[src/rtl/alu_add_arb.sv]
`default_nettype none
// ============================================================================
// Module   : alu_add_arb (with helper cla32_ov)
// Brief    : Two-requester round-robin arbiter sharing one 32-bit CLA
//            add/subtract unit, with NZCV flags and a held response.
//            Optional macro ALU_ADD_ARB_SAT_EN saturates on signed overflow.
// Revision : 1.0 - initial release
// ============================================================================

module cla32_ov (
    input  logic [31:0] i_a,
    input  logic [31:0] i_b,
    input  logic        i_ci,
    output logic [31:0] o_s,
    output logic        o_co,
    output logic        o_co_prev
);

    logic [31:0] w_g;
    logic [31:0] w_p;
    logic [32:0] w_c;

    assign w_g    = i_a & i_b;
    assign w_p    = i_a ^ i_b;
    assign w_c[0] = i_ci;

    // 4-bit lookahead groups; group carries chain between groups
    for (genvar gi = 0; gi < 8; gi++) begin : g_grp
        localparam int c_B = 4 * gi;
        logic w_gg;
        logic w_pg;

        assign w_c[c_B+1] = w_g[c_B] | (w_p[c_B] & w_c[c_B]);
        assign w_c[c_B+2] = w_g[c_B+1] | (w_p[c_B+1] & w_g[c_B])
                          | (w_p[c_B+1] & w_p[c_B] & w_c[c_B]);
        assign w_c[c_B+3] = w_g[c_B+2] | (w_p[c_B+2] & w_g[c_B+1])
                          | (w_p[c_B+2] & w_p[c_B+1] & w_g[c_B])
                          | (w_p[c_B+2] & w_p[c_B+1] & w_p[c_B] & w_c[c_B]);
        assign w_gg = w_g[c_B+3] | (w_p[c_B+3] & w_g[c_B+2])
                    | (w_p[c_B+3] & w_p[c_B+2] & w_g[c_B+1])
                    | (w_p[c_B+3] & w_p[c_B+2] & w_p[c_B+1] & w_g[c_B]);
        assign w_pg = &w_p[c_B+3:c_B];
        assign w_c[c_B+4] = w_gg | (w_pg & w_c[c_B]);
    end

    assign o_s       = w_p ^ w_c[31:0];
    assign o_co      = w_c[32];
    assign o_co_prev = w_c[31];

endmodule

module alu_add_arb (
    input  logic        clk,
    input  logic        reset_n,
    input  logic        req0_valid,
    output logic        req0_ready,
    input  logic        req0_op,
    input  logic [31:0] req0_a,
    input  logic [31:0] req0_b,
    input  logic        req1_valid,
    output logic        req1_ready,
    input  logic        req1_op,
    input  logic [31:0] req1_a,
    input  logic [31:0] req1_b,
    output logic        rsp_valid,
    input  logic        rsp_ready,
    output logic        rsp_id,
    output logic [31:0] rsp_s,
    output logic        rsp_c,
    output logic        rsp_v,
    output logic        rsp_n,
    output logic        rsp_z
);

    localparam logic [1:0] c_IDLE = 2'd0;
    localparam logic [1:0] c_CALC = 2'd1;
    localparam logic [1:0] c_RESP = 2'd2;

    logic [1:0]  r_state;
    logic [1:0]  w_state_nxt;
    logic        r_ptr;
    logic        r_id;
    logic        r_op;
    logic [31:0] r_a;
    logic [31:0] r_b;
    logic        w_gnt0;
    logic        w_gnt1;

    logic [31:0] r_rsp_s;
    logic        r_rsp_id;
    logic        r_rsp_c;
    logic        r_rsp_v;
    logic        r_rsp_n;
    logic        r_rsp_z;

    logic [31:0] w_sum;
    logic        w_co;
    logic        w_co_prev;
    logic        w_ovf;
    logic [31:0] w_s_fin;

    always_comb begin
        w_state_nxt = r_state;
        w_gnt0      = 1'b0;
        w_gnt1      = 1'b0;
        case (r_state)
            c_IDLE: begin
                // a lone requester wins regardless of the pointer
                w_gnt0 = req0_valid & (~req1_valid | ~r_ptr);
                w_gnt1 = req1_valid & ~(req0_valid & (~req1_valid | ~r_ptr));
                if (req0_valid | req1_valid) begin
                    w_state_nxt = c_CALC;
                end
            end
            c_CALC: w_state_nxt = c_RESP;
            c_RESP: begin
                if (rsp_ready) begin
                    w_state_nxt = c_IDLE;
                end
            end
            default: w_state_nxt = c_IDLE;
        endcase
    end

    cla32_ov u_cla (
        .i_a       (r_a),
        .i_b       (r_op ? ~r_b : r_b),
        .i_ci      (r_op),
        .o_s       (w_sum),
        .o_co      (w_co),
        .o_co_prev (w_co_prev)
    );

    assign w_ovf = w_co ^ w_co_prev;

    always_comb begin
        w_s_fin = w_sum;
`ifdef ALU_ADD_ARB_SAT_EN
        if (w_ovf) begin
            w_s_fin = r_a[31] ? 32'h8000_0000 : 32'h7FFF_FFFF;
        end
`endif
    end

    always_ff @(posedge clk or negedge reset_n) begin
        if (!reset_n) begin
            r_state  <= c_IDLE;
            r_ptr    <= 1'b0;
            r_id     <= 1'b0;
            r_op     <= 1'b0;
            r_a      <= 32'd0;
            r_b      <= 32'd0;
            r_rsp_s  <= 32'd0;
            r_rsp_id <= 1'b0;
            r_rsp_c  <= 1'b0;
            r_rsp_v  <= 1'b0;
            r_rsp_n  <= 1'b0;
            r_rsp_z  <= 1'b0;
        end else begin
            r_state <= w_state_nxt;
            if (w_gnt0 | w_gnt1) begin
                r_ptr <= w_gnt0;
                r_id  <= w_gnt1;
                r_op  <= w_gnt1 ? req1_op : req0_op;
                r_a   <= w_gnt1 ? req1_a  : req0_a;
                r_b   <= w_gnt1 ? req1_b  : req0_b;
            end
            if (r_state == c_CALC) begin
                r_rsp_s  <= w_s_fin;
                r_rsp_id <= r_id;
                r_rsp_c  <= w_co;
                r_rsp_v  <= w_ovf;
                r_rsp_n  <= w_s_fin[31];
                r_rsp_z  <= (w_s_fin == 32'd0);
            end
        end
    end

    // gated so a pending request cannot be acknowledged while reset is held
    assign req0_ready = w_gnt0 & reset_n;
    assign req1_ready = w_gnt1 & reset_n;
    assign rsp_valid  = (r_state == c_RESP);
    assign rsp_id     = r_rsp_id;
    assign rsp_s      = r_rsp_s;
    assign rsp_c      = r_rsp_c;
    assign rsp_v      = r_rsp_v;
    assign rsp_n      = r_rsp_n;
    assign rsp_z      = r_rsp_z;

endmodule

`default_nettype wire

[config.mk]
export PLATFORM = sky130hd
export DESIGN_NAME = alu_add_arb
export DESIGN_NICKNAME = d
export VERILOG_FILES = /design/src/rtl/alu_add_arb.sv
export SDC_FILE = /design/constraint.sdc
export NUM_CORES = 1
export LEC_CHECK = 0
export ABC_CLOCK_PERIOD_IN_PS = 6000
export BUFFER_PORTS_ARGS = -buffer_cell sky130_fd_sc_hd__buf_2
export CAP_MARGIN = 20
export CELL_PAD_IN_SITES_DETAIL_PLACEMENT = 0
export CELL_PAD_IN_SITES_GLOBAL_PLACEMENT = 1
export CORE_MARGIN = 2
export CORE_UTILIZATION = 40
export DETAILED_ROUTE_END_ITERATION = 10
export GPL_TIMING_DRIVEN = 0
export PLACE_DENSITY_LB_ADDON = 0.08
export SLEW_MARGIN = 20
export SYNTH_ARGS = -nofsm -noshare
export SYNTH_HDL_FRONTEND = slang
export SYNTH_SLANG_ARGS = --single-unit
[constraint.sdc]
create_clock -name clk -period 6 [get_ports clk]
set_clock_uncertainty 0.2 [all_clocks]
set_input_delay 0.6 -clock clk [delete_from_list [all_inputs] [get_ports clk]]
set_output_delay 0.6 -clock clk [all_outputs]
set_load 0.01 [all_outputs]
==> results_dict.tcl, run 1 <==
set metrics [dict create \
    rsz0062_at_grt "no" \
    seq_area_frac_synth_pct 40.7 \
    die_w_um 131 \
    worst-endpoint-arrival_ns 5.57 \
    syn_area_per_cell_um2 9.40 \
    yosys.area.top_type "dfrtp_1" \
    drt_iter0_drc 296 \
    synth_compound_gate_area_share_pct 16.5 \
    antenna_found_initial 0 \
    synth-adder-area-share_pct 8.37 \
    synth_cells 687 \
    num_rows 46 \
    start_util_pct 40.8 \
    synth_mux_area_share_pct 10.5 \
    fin_tns_setup_ns 0 \
    vias_per_cell 4.99 \
    endpoint "rsp_z$_DFFE_PN0N_" \
    fin_nets 1048 \
    first_pass_iters 4 \
    async_flop_share_pct 100 \
    postCtsSetupRepairBufs 0 \
    synth-xor-area-share_pct 7.32 \
    die_h_um 131 \
    whs_ns 0.268 \
    slew_headroom_pct 24.4 \
    root_buffer "clkbuf_16" \
    areaGrowthSynthToFinish_pct 23.6 \
    boundaryPins 175 \
    vias 5459 \
    final-hold-violation-count 0 \
    grt_overflow 0 \
    final-max-slew-violation-count 0 \
    worst_r2r_path_depth 18 \
    cp_max_fo 10 \
    clock_latency_ns 0.35 \
    drc 0 \
    r2r_slack_ns 0.50 \
    stdcell_area_mm2 0.00799 \
    cp-end-kind "flop" \
    ant_nets 0 \
    drv_cap 0 \
    worst_slew_pin_slew_ns 1.13 \
    clockBufferDepth 2 \
    drive_above_1_share_pct 24.2 \
    crit_required_ns 6.07 \
    grt_pass1_vias 5239 \
    worst_r2r_endpoint "rsp_z$_DFFE_PN0N_" \
    grt_max_degree 62 \
    synth-seq-cells 105 \
    syn-cell-area_mm2 0.00646 \
    clock.fmax_mhz 182 \
    diodes 0 \
    wl_um 18100 \
    crit_start "r_op$_DFFE_PN0P_" \
    fillers 1548 \
    cp-start-kind "flop" \
    syn-num-nets 861 \
    synth_top_family_by_area "compound AO/OA/AOI/OAI gates" \
    placed_area_mm2 0.00763 \
    final-setup-viol-count 0 \
    cts_buffers 9 \
    clock-sinks 105 \
    grtUsageTotal_pct 21.7 \
    place_hpwl_um 14800 \
    coreArea_mm2 0.0158 \
    ys_warn_count 0 \
    ys.flop_type "dfrtp_1" \
    synth_enable_flop_cells 0 \
    yosys.cell_types.count 58 \
    synth_area_leaders "dfrtp_1, mux2i_1, a21oi_1" \
    numPortBuffers 174 \
    path_class "flop to flop" \
    place.gp.congestion 0.833 \
    cts_tree "done" \
    cts_max_level 3 \
    synthSimpleGateAreaFrac_pct 13.0 \
    period_minus_slack_ns 5.50 \
    hp-class "input pin to flop" \
    status "completed" \
    r2r-start "r_op$_DFFE_PN0P_" \
    dieArea_mm2 0.0172 \
    synth_top_area_share_pct 40.7 \
    wl_per_cell_um 16.6 \
    clkSlewWorstSetupHoldPaths_ns 0.07 \
    grt_first_pass_wirelength_um 28100 \
    finalCritPeriodShare_pct 91.7 \
]
==> cell families after synthesis <==
family	count (synthesis)
AO/OA/AOI/OAI	173
multiplexers	68
adder cells (fa/ha/maj)	39
flip-flops	105
buffers and inverters	60
AND/OR/NAND/NOR	188
XOR/XNOR	54
==> routing by layer <==
layer  global-route usage, %  wire, um  part of all wire (%)
met2                    31.4      7620                    42
met1                    33.7      9370                    52
met3                    2.68       850                   4.7
met5                       0         0                     0
met4                    7.01       308                   1.7
==> layout make-up <==
| class | instances | area, um2 | area share (%) |
|---|---|---|---|
| clock buffer | 11 | 233 | 2.91 |
| timing repair buffer | 176 | 915 | 11.5 |
| clock inverter | 5 | 104 | 1.30 |
| sequential | 105 | 2630 | 32.9 |
| inverter | 23 | 86.3 | 1.08 |
| tap | 216 | 270 | 3.38 |
| multi-input combinational | 522 | 3600 | 45.1 |
| buffer | 37 | 149 | 1.86 |
==> cells in the final DEF (no fill, tap or decap), types with 2 or more instances in the layout <==
cell type,Yosys,final
buf_1,10,7
nand2b_1,5,5
nor3_1,4,4
clkbuf_1,24,26
o41ai_1,2,2
nand2_1,54,54
o31ai_1,7,7
xor2_1,48,48
nor2b_1,3,3
nor2_1,86,86
a21o_2,2,2
o21ai_0,35,35
o2111ai_1,2,2
a2111oi_0,2,2
o21a_1,2,2
a211oi_1,3,3
dfrtp_1,105,105
bufinv_16,0,3
nand3_1,10,10
or3_1,3,3
a21oi_1,87,87
inv_1,23,23
xnor2_1,6,6
buf_2,2,175
or2_2,2,2
nor4_1,2,2
mux2i_1,68,68
a211o_1,3,3
and2_1,6,6
o31a_1,2,2
ha_1,32,32
fa_1,7,7
and3_1,3,3
a21o_1,4,4
clkbuf_16,0,9
a31oi_1,2,2
nand4_1,5,5
clkbuf_2,0,3
o21ai_1,2,2
o211ai_1,3,3
==> worst max-delay path: stages (launching register included) <==
cell and delay [ns]:
dfrtp_1 0.36, clkbuf_1 0.42, clkbuf_2 0.42, xor2_1 0.36, ha_1 0.35, and4_1 0.23
a221oi_1 0.27, o21ai_0 0.22, a2111oi_2 0.41, a21oi_1 0.17, a21oi_1 0.23, fa_1 0.21
xor2_1 0.30, nand4_1 0.12, nor3_1 0.29, nand3_1 0.17, a2111oi_4 0.30, o2111ai_1 0.19
o31ai_2 0.19
==> stage by stage <==
stage	cells	util, %	setup WS [ns]
2_1_floorplan	687	-	1.46
3_3_place_gp	1077	48.0	0.342
3_5_place_dp	1078	48.2	0.262
4_1_cts	1095	50.4	0.245
5_1_grt	1095	50.5	0.0964
6_report	1095	50.5	0.495
==> how the worst min path moves through the flow <==
stage / startpoint / endpoint / depth (start not counted)
2_1_floorplan: reset_n / r_a[0]$_DFFE_PN0P_ / 0
3_3_place_gp: rsp_s[16]$_DFFE_PN0N_ / rsp_s[16]$_DFFE_PN0N_ / 2
3_5_place_dp: rsp_s[23]$_DFFE_PN0N_ / rsp_s[23]$_DFFE_PN0N_ / 2
4_1_cts: rsp_ready / r_state[1]$_DFFE_PN0P_ / 2
5_1_grt: rsp_ready / r_state[1]$_DFFE_PN0P_ / 2
6_report: rsp_ready / r_state[1]$_DFFE_PN0P_ / 2
==> Yosys cell counts (7+ instances only) <==
cell type / number
xor2_1: 48
o21ai_0: 35
a21oi_1: 87
nand3_1: 10
nor2_1: 86
buf_1: 10
dfrtp_1: 105
nand2_1: 54
clkbuf_1: 24
o31ai_1: 7
mux2i_1: 68
ha_1: 32
inv_1: 23
fa_1: 7
==> sequential cells by signal, summed over array words and instances, names as in the netlist <==
| signal | flops |
|---|---|
| r_ptr | 1 |
| r_a | 32 |
| r_b | 32 |
| r_state | 2 |
| r_id | 1 |
| r_op | 1 |
| rsp_s | 32 |
| rsp_z | 1 |
| rsp_c | 1 |
| rsp_v | 1 |
| rsp_id | 1 |
==> what timing repair did <==
item	CTS	global route
resized for setup	0	3
setup endpoints to repair	0	1
endpoints found under the hold margin	45	0
hold buffers	1	0
Power of run 1 is not shown: default switching activity piles up to over one toggle a cycle in this logic, so the estimate is an artifact.
==> run 2: changes to the inputs <==
- CORE_MARGIN: 2 -> 1.5
- SYNTH_HIERARCHICAL: not set -> 1
==> results_dict.tcl, run 2 <==
set metrics [dict create \
    status "completed" \
    postCtsSetupRepairBufs 0 \
    wl_um 20400 \
    cp-start-kind "flop" \
    worst_slew_pin_slew_ns 0.650 \
    vias_per_cell 5.57 \
    num_rows 46 \
    grt_pass1_vias 6015 \
    antenna_found_initial 1 \
    final-hold-violation-count 0 \
    grtUsageTotal_pct 23.8 \
    clkSlewWorstSetupHoldPaths_ns 0.07 \
    drive_above_1_share_pct 31.4 \
    hp-class "input pin to flop" \
    fin_tns_setup_ns 0 \
    worst-endpoint-arrival_ns 4.73 \
    cts.hold.buffers_added 1 \
    cts_resized 0 \
    wl_per_cell_um 18.6 \
    first_pass_iters 5 \
    worst_slack_ns 1.33 \
    placed_area_mm2 0.00777 \
    seq_area_frac_synth_pct 39.9 \
    final-max-slew-violation-count 0 \
    synth_cells 685 \
    synth_most_common_cell "dfrtp_1" \
    finalCritPeriodShare_pct 77.8 \
    drc 0 \
    start_util_pct 41.2 \
    dieArea_mm2 0.0173 \
    stdcell_area_mm2 0.00807 \
    clockBufferDepth 2 \
    syn_area_per_cell_um2 9.62 \
    cp-end-kind "flop" \
    fin_cells 1093 \
    synth_top_area_share_pct 39.9 \
    root_buffer "clkbuf_16" \
    final_cell_mix "buf_2, dfrtp_1, a21oi_1" \
    final_common_cell "buf_2" \
    numPortBuffers 174 \
    fillers 1593 \
    die_h_um 131 \
    crit_required_ns 6.06 \
    slew_headroom_pct 56.3 \
    synth_enable_flop_cells 0 \
    dpl_worst_slack_ns 1.32 \
    coreArea_mm2 0.0160 \
    vias 6090 \
    rsz0062_at_grt "no" \
    final-setup-viol-count 0 \
    synth_area_leaders "dfrtp_1, a31oi_1, a21oi_1" \
    grt_overflow 0 \
    syn-cell-area_mm2 0.00659 \
    cts_max_level 3 \
    clock-sinks 105 \
    yosys.cell_types.count 52 \
    syn-num-nets 860 \
    place_hpwl_um 16100 \
    die_w_um 131 \
    yosys-top-cells-count "dfrtp_1, a21oi_1, nand3_1, a31oi_1, xor2_1" \
    async_flop_share_pct 100 \
    areaGrowthSynthToFinish_pct 22.4 \
    boundaryPins 175 \
    cts_tree "done" \
    cp_max_fo 10 \
    ant_nets 0 \
    period_minus_slack_ns 4.67 \
    clock_latency_ns 0.36 \
    drt_iter0_drc 317 \
    ys.flop_type "dfrtp_1" \
    synth-seq-cells 105 \
    yosys.area.top_type "dfrtp_1" \
    dp_cells 1076 \
    fin_nets 1047 \
    grt_max_degree 60 \
    diodes 0 \
    drv_cap 0 \
    grt_first_pass_wirelength_um 32300 \
    clock.fmax_mhz 214 \
    ys_warn_count 6 \
    path_class "flop to flop" \
    cts_buffers 9 \
    place.gp.congestion 0.870 \
]
run 2: cell count changes in the layout (fill, tap and decap cells not counted), moves of 33 or more:
cell	delta
nor2_1	-77
mux2i_1	-68
a31oi_1	+63
nand3_1	+58
o21ai_1	+42
nand2_1	-39
mux2_2	+33
run 2: layer usage:
layer  wire length, um  GRT usage (%)  vias up
li1                  -              -     2913
met1              9740           33.7     2909
met2              9030           36.9      232
met3              1110           3.90       34
met4               474           8.77        2
met5                 8              0        -
run 2: cell families (layout without fill, tap and decap cells):
group	count (synthesis)	after routing	synth area share, %
and+or+nand+nor	130	130	10.3
buffers and inverters	71	263	5.75
DFF	105	105	39.9
muxes	34	34	5.87
AOI/OAI and AO/OA	249	249	22.2
xor gates and xnor gates	56	56	7.44
adders and majority gates	40	40	8.50
run 2: metrics by stage:
stage	hold slack [ns]	util (%)
after floorplan	0.104	-
after global placement	0.263	48.3
after detailed placement	0.270	48.5
after CTS	0.252	50.4
after global routing	0.280	50.4
final	0.271	50.4
run 2: path summary, 6_finish.rpt:
path,from,endpoint,slack [ns],depth (start not counted)
setup / recovery,r_op$_DFFE_PN0P_,rsp_z$_DFFE_PN0N_,1.33,16
hold / removal,rsp_ready,r_state[1]$_DFFE_PN0P_,0.27,2
setup reg to reg,r_op$_DFFE_PN0P_,rsp_z$_DFFE_PN0N_,1.33,16
hold reg to reg,rsp_v$_DFFE_PN0N_,rsp_v$_DFFE_PN0N_,0.29,2
max in group asynchronous,reset_n,r_a[0]$_DFFE_PN0P_,4.39,3
min in group asynchronous,reset_n,r_b[14]$_DFFE_PN0P_,0.56,2
run 2: critical path: stages, from the launching register on:
cell	delay [ns]
dfrtp_1	0.38
clkbuf_1	0.33
buf_2	0.38
xor2_1	0.30
ha_1	0.22
a21oi_1	0.07
o21ai_0	0.34
and2_1	0.21
a311o_1	0.24
o21ai_2	0.13
o21ai_0	0.31
nand3_1	0.12
o21ai_0	0.22
fa_1	0.50
nor4_1	0.28
nand4_1	0.12
o31ai_1	0.24
run 2: layout make-up:
cell class	count	area (um2)	area share (%)
plain buffers	59	334	4.14
clock buffers	14	284	3.52
well taps	216	270	3.35
inverters	12	45.0	0.558
multi-input cells	509	3580	44.4
repair buffers	176	915	11.3
flip-flops and latches	105	2630	32.6
clock inverters	2	10.0	0.124
Power of run 2 is left out for the same reason.
==> run 3: changes to the inputs <==
- ABC_AREA: not set -> 1
- ABC_CLOCK_PERIOD_IN_PS: 6000 -> 3800
- CORE_UTILIZATION: 40 -> 35
- clock period: 6 -> 3.8 ns (I/O delays scaled with it)
==> results_dict.tcl, run 3 <==
set metrics [dict create \
    dieArea_mm2 0.0199 \
    boundaryPins 175 \
    cp-start-kind "flop" \
    yosys.area.top_type "dfrtp_1" \
    path_common_cell "nand2_4" \
    clkSlewWorstSetupHoldPaths_ns 0.07 \
    fin_nets 1246 \
    cts_buffers 9 \
    crit_start "r_op$_DFFE_PN0P_" \
    vdd_drop_max_mv 0.356 \
    cts_tree "done" \
    cellPowerDensity_mw_per_mm2 1150 \
    async_flop_share_pct 100 \
    drc 0 \
    clock_latency_ns 0.35 \
    vias_per_cell 4.45 \
    syn-cell-area_mm2 0.00668 \
    final_cell_mix "nand2_1, buf_2, inv_1" \
    period_minus_slack_ns 3.63 \
    synth-seq-cells 105 \
    place.gp.congestion 0.791 \
    synth_cells 870 \
    synth_area_leaders "dfrtp_1, nand2_1, xor2_1" \
    diodes 0 \
    synth_most_common_cell "nand2_1" \
    grt_pass1_vias 5705 \
    drive_above_1_share_pct 26.7 \
    critPathSlowestCell "dfrtp_1" \
    yosys-top-cells-count "nand2_1, inv_1, dfrtp_1, nor2_1, o21ai_0" \
    leakagePower_nw 4.76 \
    vias 5831 \
    synth_enable_flop_cells 0 \
    placed_area_mm2 0.00788 \
    antenna_found_initial 0 \
    ys.flop_type "dfrtp_1" \
    ant_nets 0 \
    final-setup-viol-count 0 \
    num_rows 50 \
    cp-end-kind "flop" \
    grtUsageTotal_pct 19.8 \
    final_common_cell "nand2_1" \
    drv_cap 0 \
    clockBufferDepth 2 \
    dpl_worst_slack_ns -0.245 \
    place_hpwl_um 14600 \
    first_pass_iters 4 \
    stdcell_area_mm2 0.00838 \
    worst_slack_ns 0.171 \
    die_h_um 141 \
    grt_max_degree 67 \
    crit_required_ns 3.89 \
    sw_frac_of_total_pct 48.1 \
    final-max-slew-violation-count 0 \
    final_core_util_pct 44.8 \
    pwr-share-clk_pct 10.0 \
    synth_top_area_share_pct 39.3 \
    switching_power_mw 4.63 \
    worst_slew_pin_slew_ns 0.659 \
    syn-num-nets 1045 \
    worst-endpoint-arrival_ns 3.72 \
    rsz0062_at_grt "yes" \
    areaGrowthSynthToFinish_pct 25.5 \
    path_class "flop to flop" \
    drt_iter0_drc 216 \
    final-hold-violation-count 0 \
    grt_overflow 0 \
    ys_warn_count 6 \
    wl_per_cell_um 14.6 \
    cts_max_level 3 \
    combPwrFrac_pct 68.3 \
    cp_cell_sequence "buf_6, buf_12, xor2_1, ha_1, a21oi_2, nor2_2, a211oi_2, nand2_4, nand2_4, nand2_4, nand2_4, nand2_4, nand2_4, nand2_4, nand2_4, nand2_4, fa_2, xor2_1, nor2_1, nand3_1, nor2_2, nand3_1, nand2_1" \
    r2r-start "r_op$_DFFE_PN0P_" \
    grt_first_pass_wirelength_um 30100 \
    p_int_mw 4.99 \
    p_seq_share_pct 21.7 \
    hold_path_startpoint "rsp_ready" \
    coreArea_mm2 0.0187 \
    start_util_pct 35.7 \
    root_buffer "clkbuf_16" \
    die_w_um 141 \
    syn_area_per_cell_um2 7.68 \
    slew_headroom_pct 56.1 \
    clock-sinks 105 \
    clock.fmax_mhz 276 \
    seq_area_frac_synth_pct 39.3 \
    numPortBuffers 174 \
    hp-class "input pin to flop" \
    finalCritPeriodShare_pct 95.5 \
    cp_max_fo 5 \
    critPathMaxStageDelay_ns 0.39 \
    status "completed" \
    wl_um 19100 \
    yosys.cell_types.count 32 \
]
==> run 3: cell count changes after synthesis, moves of 20 or more <==
cell and delta:
o21ai_1 -20, nor2_1 +84, a21oi_1 -63, inv_1 +94, a31oi_1 -65, clkbuf_1 -21
nand3_1 -55, o21ai_0 +35, nand2_1 +251
==> run 3: final cells by class <==
cell class,count,area [um2]
well taps,234,293
plain buffers,39,256
fillers,1979,10300
flip-flops and latches,105,2630
clock buffers,13,260
inverters,108,405
repair buffers,190,1040
multi-input cells,618,3470
clock inverters,2,37.5
==> run 3: layer usage <==
| layer | global-route usage [%] | part of all wire (%) | wire, um | up-vias |
|---|---|---|---|---|
| met3 | 2.55 | 4.1 | 780 | 17 |
| li1 | - | - | - | 3074 |
| met1 | 27.9 | 49 | 9440 | 2606 |
| met2 | 31.7 | 45 | 8590 | 134 |
| met4 | 5.81 | 1.5 | 296 | 0 |
| met5 | 0 | 0 | 0 | - |
==> run 3: final timing paths <==
kind | end | slack (ns) | cells past startpoint
hold reg to reg | rsp_s[7]$_DFFE_PN0N_ | 0.28 | 2
setup / recovery | rsp_z$_DFFE_PN0N_ | 0.17 | 23
setup reg to reg | rsp_z$_DFFE_PN0N_ | 0.17 | 23
max in group asynchronous | r_b[19]$_DFFE_PN0P_ | 2.33 | 3
min in group asynchronous | r_b[5]$_DFFE_PN0P_ | 0.41 | 2
hold / removal | r_state[1]$_DFFE_PN0P_ | 0.07 | 4
==> run 3: what timing repair did <==
action | 4_1_cts | 5_1_grt
hold buffers | 1 | 0
setup endpoints to repair | 1 | 1
buffers inserted | 2 | 11
hold endpoints to repair | 64 | 0
resized for setup | 7 | 11
gates cloned | 0 | 1
pin swaps | 2 | 16
==> run 3: power groups by stage <==
| stage | clock, mW | sequential, mW | combinational, mW |
|---|---|---|---|
| after floorplan | 0 | 2.10 | 4.58 |
| after detailed placement | 0 | 2.11 | 6.20 |
| after CTS | 0.999 | 2.09 | 6.30 |
| after global placement | 0 | 2.10 | 6.15 |
| final | 0.965 | 2.09 | 6.56 |
| after global routing | 1.05 | 2.16 | 7.48 |
==> run 3: cell families after synthesis <==
| family | synth area share [%] |
|---|---|
| compound gates | 8.88 |
| buf+inv | 9.55 |
| fa+ha+maj | 8.39 |
| flops | 39.3 |
| xor+xnor | 7.08 |
| mux | 2.36 |
| simple gates | 24.4 |
==> run 3: critical path: cells and delay by family (launching register included) <==
kind / cells / cell delay (ns)
flip-flops: 1 / 0.39
adder cells (fa/ha/maj): 2 / 0.72
AND/OR/NAND/NOR: 15 / 1.21
AO/OA/AOI/OAI: 2 / 0.42
XOR/XNOR: 2 / 0.32
buffers and inverters: 2 / 0.29
==> run 3: metrics by stage <==
| stage | cells | hold WS (ns) | total power [mW] | setup TNS [ns] |
|---|---|---|---|---|
| 2_1_floorplan | 870 | -0.116 | 6.68 | 0 |
| 3_3_place_gp | 1278 | 0.264 | 8.24 | -0.264 |
| 3_5_place_dp | 1279 | 0.243 | 8.30 | -0.245 |
| 4_1_cts | 1297 | 0.0606 | 9.38 | 0 |
| 5_1_grt | 1309 | 0.0902 | 10.7 | -0.0308 |
| 6_report | 1309 | 0.0738 | 9.61 | 0 |
No activity file was read; power rests on OpenSTA's default activity.
